<file path="src/rtl/vga_sync_monitor.sv">
// vga_sync_monitor: recovers pixel coordinates, lock state and a per-frame rgb checksum from a VGA sync stream.
// Latency: every output reflects the input sample one clock earlier.
// Backpressure: none; passive observer on the pixel clock, every sample is consumed.
module vga_sync_monitor #(
    parameter int H_SYNC   = 96,
    parameter int H_BP     = 48,
    parameter int H_ACTIVE = 640,
    parameter int H_TOTAL  = 800,
    parameter int V_SYNC   = 2,
    parameter int V_BP     = 33,
    parameter int V_ACTIVE = 480,
    parameter int V_TOTAL  = 525
) (
    input  logic        clk,
    input  logic        reset,
    input  logic        hSync,
    input  logic        vSync,
    input  logic [11:0] rgb,
    output logic [9:0]  pixel_x,
    output logic [9:0]  pixel_y,
    output logic        pixel_valid,
    output logic        locked,
    output logic        frame_done,
    output logic [31:0] frame_sum,
    output logic [7:0]  err_count
);
    localparam logic [9:0]  LP_H_LAST  = 10'(H_TOTAL - 1);
    localparam logic [6:0]  LP_H_SYNC  = 7'(H_SYNC);
    localparam logic [9:0]  LP_H_START = 10'(H_SYNC + H_BP);
    localparam logic [9:0]  LP_H_END   = 10'(H_SYNC + H_BP + H_ACTIVE);
    localparam logic [3:0]  LP_V_SYNC  = 4'(V_SYNC);
    localparam logic [10:0] LP_V_TOTAL = 11'(V_TOTAL);
    localparam logic [9:0]  LP_V_START = 10'(V_SYNC + V_BP);
    localparam logic [9:0]  LP_V_END   = 10'(V_SYNC + V_BP + V_ACTIVE);

    typedef enum logic [1:0] {S_UNLOCKED, S_ACQUIRE, S_LOCKED} state_t;

    state_t      r_state;
    state_t      w_state_nxt;

    logic        r_hs_q;
    logic        r_vs_q;
    logic [9:0]  r_hpos;
    logic [9:0]  r_vpos;
    logic [6:0]  r_hsw;
    logic [3:0]  r_vsw;
    logic        r_err_acc;
    logic        r_skip;
    logic [31:0] r_acc;

    logic        w_hfall;
    logic        w_vfall;
    logic [9:0]  w_hpos;
    logic [9:0]  w_vpos;
    logic [6:0]  w_hsw;
    logic [3:0]  w_vsw;
    logic [10:0] w_lines;
    logic        w_line_err;
    logic        w_frame_err;
    logic        w_err_acc_nxt;
    logic        w_skip_nxt;
    logic        w_sum_load;
    logic        w_err_inc;
    logic        w_active;
    logic        w_valid;
    logic [31:0] w_acc_sum;

    assign w_hfall = r_hs_q && !hSync;
    assign w_vfall = r_vs_q && !vSync;

    // Position of the current sample; hpos restarts on the hSync fall, vpos on the vSync fall.
    assign w_hpos = w_hfall ? 10'd0 :
                    (r_hpos == 10'h3FF) ? r_hpos : r_hpos + 10'd1;
    assign w_vpos = w_vfall ? 10'd0 :
                    (w_hfall && r_vpos != 10'h3FF) ? r_vpos + 10'd1 : r_vpos;

    // Pulse widths keep counting while low and then hold until the next fall checks them.
    assign w_hsw = w_hfall ? 7'd1 :
                   (!hSync && r_hsw != 7'h7F) ? r_hsw + 7'd1 : r_hsw;
    assign w_vsw = w_vfall ? 4'd1 :
                   (!vSync && w_hfall && r_vsw != 4'hF) ? r_vsw + 4'd1 : r_vsw;

    // Lines since the last vSync fall; a coincident hSync fall closes the final line.
    assign w_lines = {1'b0, r_vpos} + {10'd0, w_hfall};

    // The first line after acquisition starts is skipped because hpos may not be aligned yet.
    assign w_line_err  = w_hfall && !r_skip &&
                         ((r_hpos != LP_H_LAST) || (r_hsw != LP_H_SYNC));
    assign w_frame_err = w_vfall && ((w_lines != LP_V_TOTAL) || (r_vsw != LP_V_SYNC));

    assign w_active  = (w_hpos >= LP_H_START) && (w_hpos < LP_H_END) &&
                       (w_vpos >= LP_V_START) && (w_vpos < LP_V_END);
    // Qualify with the next state so pixel_valid never asserts while the locked output is low.
    assign w_valid   = w_active && (w_state_nxt == S_LOCKED);
    assign w_acc_sum = r_acc + (w_valid ? {20'd0, rgb} : 32'd0);

    assign locked = (r_state == S_LOCKED);

    // Lock FSM: next state, error accumulation and checksum/error-count strobes
    always_comb begin
        w_state_nxt   = r_state;
        w_err_acc_nxt = r_err_acc;
        w_skip_nxt    = r_skip;
        w_sum_load    = 1'b0;
        w_err_inc     = 1'b0;
        case (r_state)
            S_UNLOCKED: begin
                if (w_vfall) begin
                    w_state_nxt   = S_ACQUIRE;
                    w_err_acc_nxt = 1'b0;
                    w_skip_nxt    = 1'b1;
                end
            end
            S_ACQUIRE: begin
                if (w_hfall) begin
                    w_skip_nxt = 1'b0;
                end
                if (w_vfall) begin
                    w_err_acc_nxt = 1'b0;
                    if (!r_err_acc && !w_line_err && !w_frame_err) begin
                        w_state_nxt = S_LOCKED;
                    end
                end else if (w_line_err) begin
                    w_err_acc_nxt = 1'b1;
                end
            end
            S_LOCKED: begin
                if (w_line_err || w_frame_err) begin
                    w_state_nxt = S_UNLOCKED;
                    w_err_inc   = 1'b1;
                end else if (w_vfall) begin
                    w_sum_load = 1'b1;
                end
            end
            default: begin
                w_state_nxt = S_UNLOCKED;
            end
        endcase
    end

    // Lock FSM state register
    always_ff @(posedge clk) begin
        if (reset) begin
            r_state   <= S_UNLOCKED;
            r_err_acc <= 1'b0;
            r_skip    <= 1'b0;
        end else begin
            r_state   <= w_state_nxt;
            r_err_acc <= w_err_acc_nxt;
            r_skip    <= w_skip_nxt;
        end
    end

    // Sync history, position/width counters and the running checksum
    always_ff @(posedge clk) begin
        if (reset) begin
            r_hs_q <= 1'b1;
            r_vs_q <= 1'b1;
            r_hpos <= '0;
            r_vpos <= '0;
            r_hsw  <= '0;
            r_vsw  <= '0;
            r_acc  <= '0;
        end else begin
            r_hs_q <= hSync;
            r_vs_q <= vSync;
            r_hpos <= w_hpos;
            r_vpos <= w_vpos;
            r_hsw  <= w_hsw;
            r_vsw  <= w_vsw;
            r_acc  <= w_vfall ? 32'd0 : w_acc_sum;
        end
    end

    // Registered outputs
    always_ff @(posedge clk) begin
        if (reset) begin
            pixel_x     <= '0;
            pixel_y     <= '0;
            pixel_valid <= 1'b0;
            frame_done  <= 1'b0;
            frame_sum   <= '0;
            err_count   <= '0;
        end else begin
            pixel_x     <= w_valid ? w_hpos - LP_H_START : 10'd0;
            pixel_y     <= w_valid ? w_vpos - LP_V_START : 10'd0;
            pixel_valid <= w_valid;
            frame_done  <= w_sum_load;
            if (w_sum_load) begin
                frame_sum <= w_acc_sum;
            end
            if (w_err_inc && err_count != 8'hFF) begin
                err_count <= err_count + 8'd1;
            end
        end
    end

endmodule

</file>
<file path="config.mk">
export PLATFORM = sky130hd
export DESIGN_NAME = vga_sync_monitor
export DESIGN_NICKNAME = d
export VERILOG_FILES = /design/src/rtl/vga_sync_monitor.sv
export SDC_FILE = /design/constraint.sdc
export NUM_CORES = 1
export LEC_CHECK = 0
export CORE_MARGIN = 8
export CORE_UTILIZATION = 29
export DETAILED_ROUTE_END_ITERATION = 8
export GPL_TIMING_DRIVEN = 1
export PLACE_DENSITY = 0.44
export SETUP_SLACK_MARGIN = 0.2
export SLEW_MARGIN = 0
export SYNTH_ARGS = -nofsm -noshare
export SYNTH_HDL_FRONTEND = slang
export SYNTH_SLANG_ARGS = --single-unit
</file>
<file path="constraint.sdc">
create_clock -name clk -period 16.4 [get_ports clk]
set_input_delay 4.92 -clock clk [delete_from_list [all_inputs] [get_ports clk]]
set_output_delay 4.92 -clock clk [all_outputs]
set_load 0.01 [all_outputs]
</file>
==> impl_metrics.toml <==
[outcome]
status = "completed"

[synthesis]
seq_area_frac_synth_pct = 40.7
postSynthCellCount = 720
ys_types = 69
synth-warning-count = 0
avgSynthCellArea_um2 = 8.95
synth_ff_type = "dfxtp_1"
syn-cell-area_um2 = 6440
ys_ff_latch = 131
netlist.area_leader.share_pct = 40.7
synthArstFlopShare_pct = 0
synth_edf_count = 0
yosys-top-cells-area = "dfxtp_1 (41%), nor2_1 (5.7%), ha_1 (4.7%)"
yosys-top-cells-count = "dfxtp_1 (131), nor2_1 (98), nand2_1 (39)"
synth_top_area_cell = "dfxtp_1"
syn_nets = 761
synth_most_common_cell = "dfxtp_1"

[route]
drtPass1Iterations = 5
vias = 5470
routed_via_density = 5.09
ant_nets = 0
post_drt_wl_per_cell_um = 16.1
first_iter_violations = 328
drt-total-wl_um = 17300
drc = 0

[timing]
layout_setup_ws_ns = 5.78
drv_slew = 0
rsz0062_at_grt = "no"
holdWs_ns = 0.462
setup_violations = 0
final.min_clock_period_ns = 10.62
max_freq_ghz = 0.0942
setup_tns_ns = 0
tightest_slew_ns = 0.842
final.period_utilization_pct = 64.7
final_hold_viol_count = 0
relSlewSlack_pct = 43.8
clock_skew_ns = 0.0110

[global_routing]
grt_pass1_vias = 5476
antenna_found_initial = 0
grt_max_degree = 66
grt.total_usage_pct = 13.0
grt_pass1_wl_um = 28300
grt_overflow = 0

[critical_path]
worstSetupPathType = "primary input to flop"
worst_ep_required_time_ns = 16.73
crit_path_frequent_cell = "ha_1"
end_kind = "flop"
worst_ep_arrival_time_ns = 10.95
crit_fanout = 15
worstSetupStartpointType = "primary input"
path_cells = "clkdlybuf4s50_1 > nand2b_4 > inv_1 > ha_1 > ha_1 > nor3b_1 > nand4_1 > o21ai_1 > o211ai_1 > or3_1 > or2_2 > nor3b_2 > ha_1 > inv_1 > fa_1 > nor2b_1 > o31a_1 > o2111ai_1 > a21boi_1 > o21ai_0 > xor2_1 > a211oi_1"
cpMaxStageDelayCell = "a21boi_1"
critPathMaxStageDelay_ns = 0.61

[worst_hold_path]
hold_path.class = "flop to flop"

[layout]
area.growth.synth_to_final_pct = 24.8
fillers = 2228
seqCellArea_um2 = 2620
nNetsFinal = 823
final_core_util_pct = 36.9
antennaDiodeCount = 0
drive_gt1_share_pct = 10.3
multi_input_area_um2 = 3570

[floorplan]
ios = 79
chipHeight_um = 165
start_util_pct = 29.5
dieArea_um2 = 27200
fp-row-count = 54
coreArea_um2 = 21800
die-width_um = 165

[pwr]
power_density_nw_per_um2 = 93.3
leakagePower_nw = 2.78
ir_drop_uv = 62.3
fin_total_pwr_w = 0.000750

[clocking]
cts_buffers = 17
cts_resized = 0
cts_tree = "built"
cts_max_path_buffers = 2
cts_setup_buffers = 0
clockRootBuffer = "clkbuf_16"
numClockSinks = 131
clk_pin_slew_ns = 0.06
clk_latency_ns = 0.42
cts_hold_buf = 0
cts-htree-levels = 4

[placement]
io_buffers = 78
dp_hpwl_um = 12000
gp_congestion = 0.824
dp_slack_ns = 5.28

[job]
maxCapViolCount = 0
==> where the power goes <==
group / total (W) / internal (W) / switching (W)
sequential: 0.000323 / 0.000320 / 0.00000258
clock: 0.000402 / 0.000258 / 0.000144
combinational: 0.0000251 / 0.00000969 / 0.0000154
total: 0.000750 / 0.000588 / 0.000162
==> state kept, by name (all words and copies together) (netlist names) <==
| signal | flops |
|---|---|
| err_count | 8 |
| frame_done | 1 |
| frame_sum | 32 |
| pixel_valid | 1 |
| pixel_x | 10 |
| pixel_y | 10 |
| r_acc | 32 |
| r_err_acc | 1 |
| r_hpos | 10 |
| r_hs_q | 1 |
| r_hsw | 7 |
| r_skip | 1 |
| r_state | 2 |
| r_vpos | 10 |
| r_vs_q | 1 |
| r_vsw | 4 |
==> critical path, delay by kind of cell <==
kind,cells,cell delay (ns)
xor+xnor,1,0.19
fa+ha+maj,4,1.08
simple gates,7,1.83
compound gates,7,1.94
buf+inv,3,0.98
==> layout by cell type (no fill, tap or decap), drive strengths merged, types with 6 or more instances in the layout <==
master and n:
nand2b 8, clkbuf 19, or3 15, o21a 6, nand2 39, o21ai 27, a31oi 8, buf 6
inv 19, xnor2 17, nor2 99, a21o 6, and3 14, nand3 15, nand4 16, nor3b 23
a311oi 11, ha 24, nor3 37, a211oi 19, dfxtp 131, xor2 30, and4 6, clkdlybuf4s50 77
a21oi 37
==> stage by stage <==
step	instance area [um2]	instances
after floorplan	6440	720
after global placement	7420	1043
after detailed placement	7420	1043
after CTS	8040	1074
after global routing	8040	1074
final	8040	1074
==> cell families (layout without fill, tap and decap cells) <==
family | after synthesis | in the layout | share of synthesized area (%)
AOI/OAI and AO/OA | 157 | 157 | 17.1
xor gates and xnor gates | 47 | 47 | 6.39
adders and majority gates | 25 | 25 | 4.97
buffers and inverters | 58 | 132 | 4.14
DFF | 131 | 131 | 40.7
muxes | 4 | 4 | 0.621
and+or+nand+nor | 298 | 298 | 26.0
==> routing by layer <==
metal	track usage [%]	part of all wire, %	up-vias
met1	16.1	47	2602
met3	4.24	5.6	13
met2	21.4	47	115
met5	0	0	-
met4	3.52	0.75	0
li1	-	-	2740
==> path summary, 6_finish.rpt <==
kind	slack [ns]	start	depth (start not counted)	endpoint
max	5.78	hSync	22	frame_sum[16]$_SDFFE_PP0P_
min	0.46	frame_sum[6]$_SDFFE_PP0P_	2	frame_sum[6]$_SDFFE_PP0P_
max reg2reg	10.15	r_hpos[0]$_SDFF_PP0_	21	frame_sum[29]$_SDFFE_PP0P_
min reg2reg	0.46	frame_sum[6]$_SDFFE_PP0P_	2	frame_sum[6]$_SDFFE_PP0P_
==> layout make-up <==
cell class	count	area share (%)
timing repair buffer	83	10.1
sequential	131	32.6
multi-input combinational	531	44.3
inverter	18	0.840
clock buffer	19	5.51
clock inverter	12	2.26
tap	280	4.36
(Power assumes the default switching activity.)
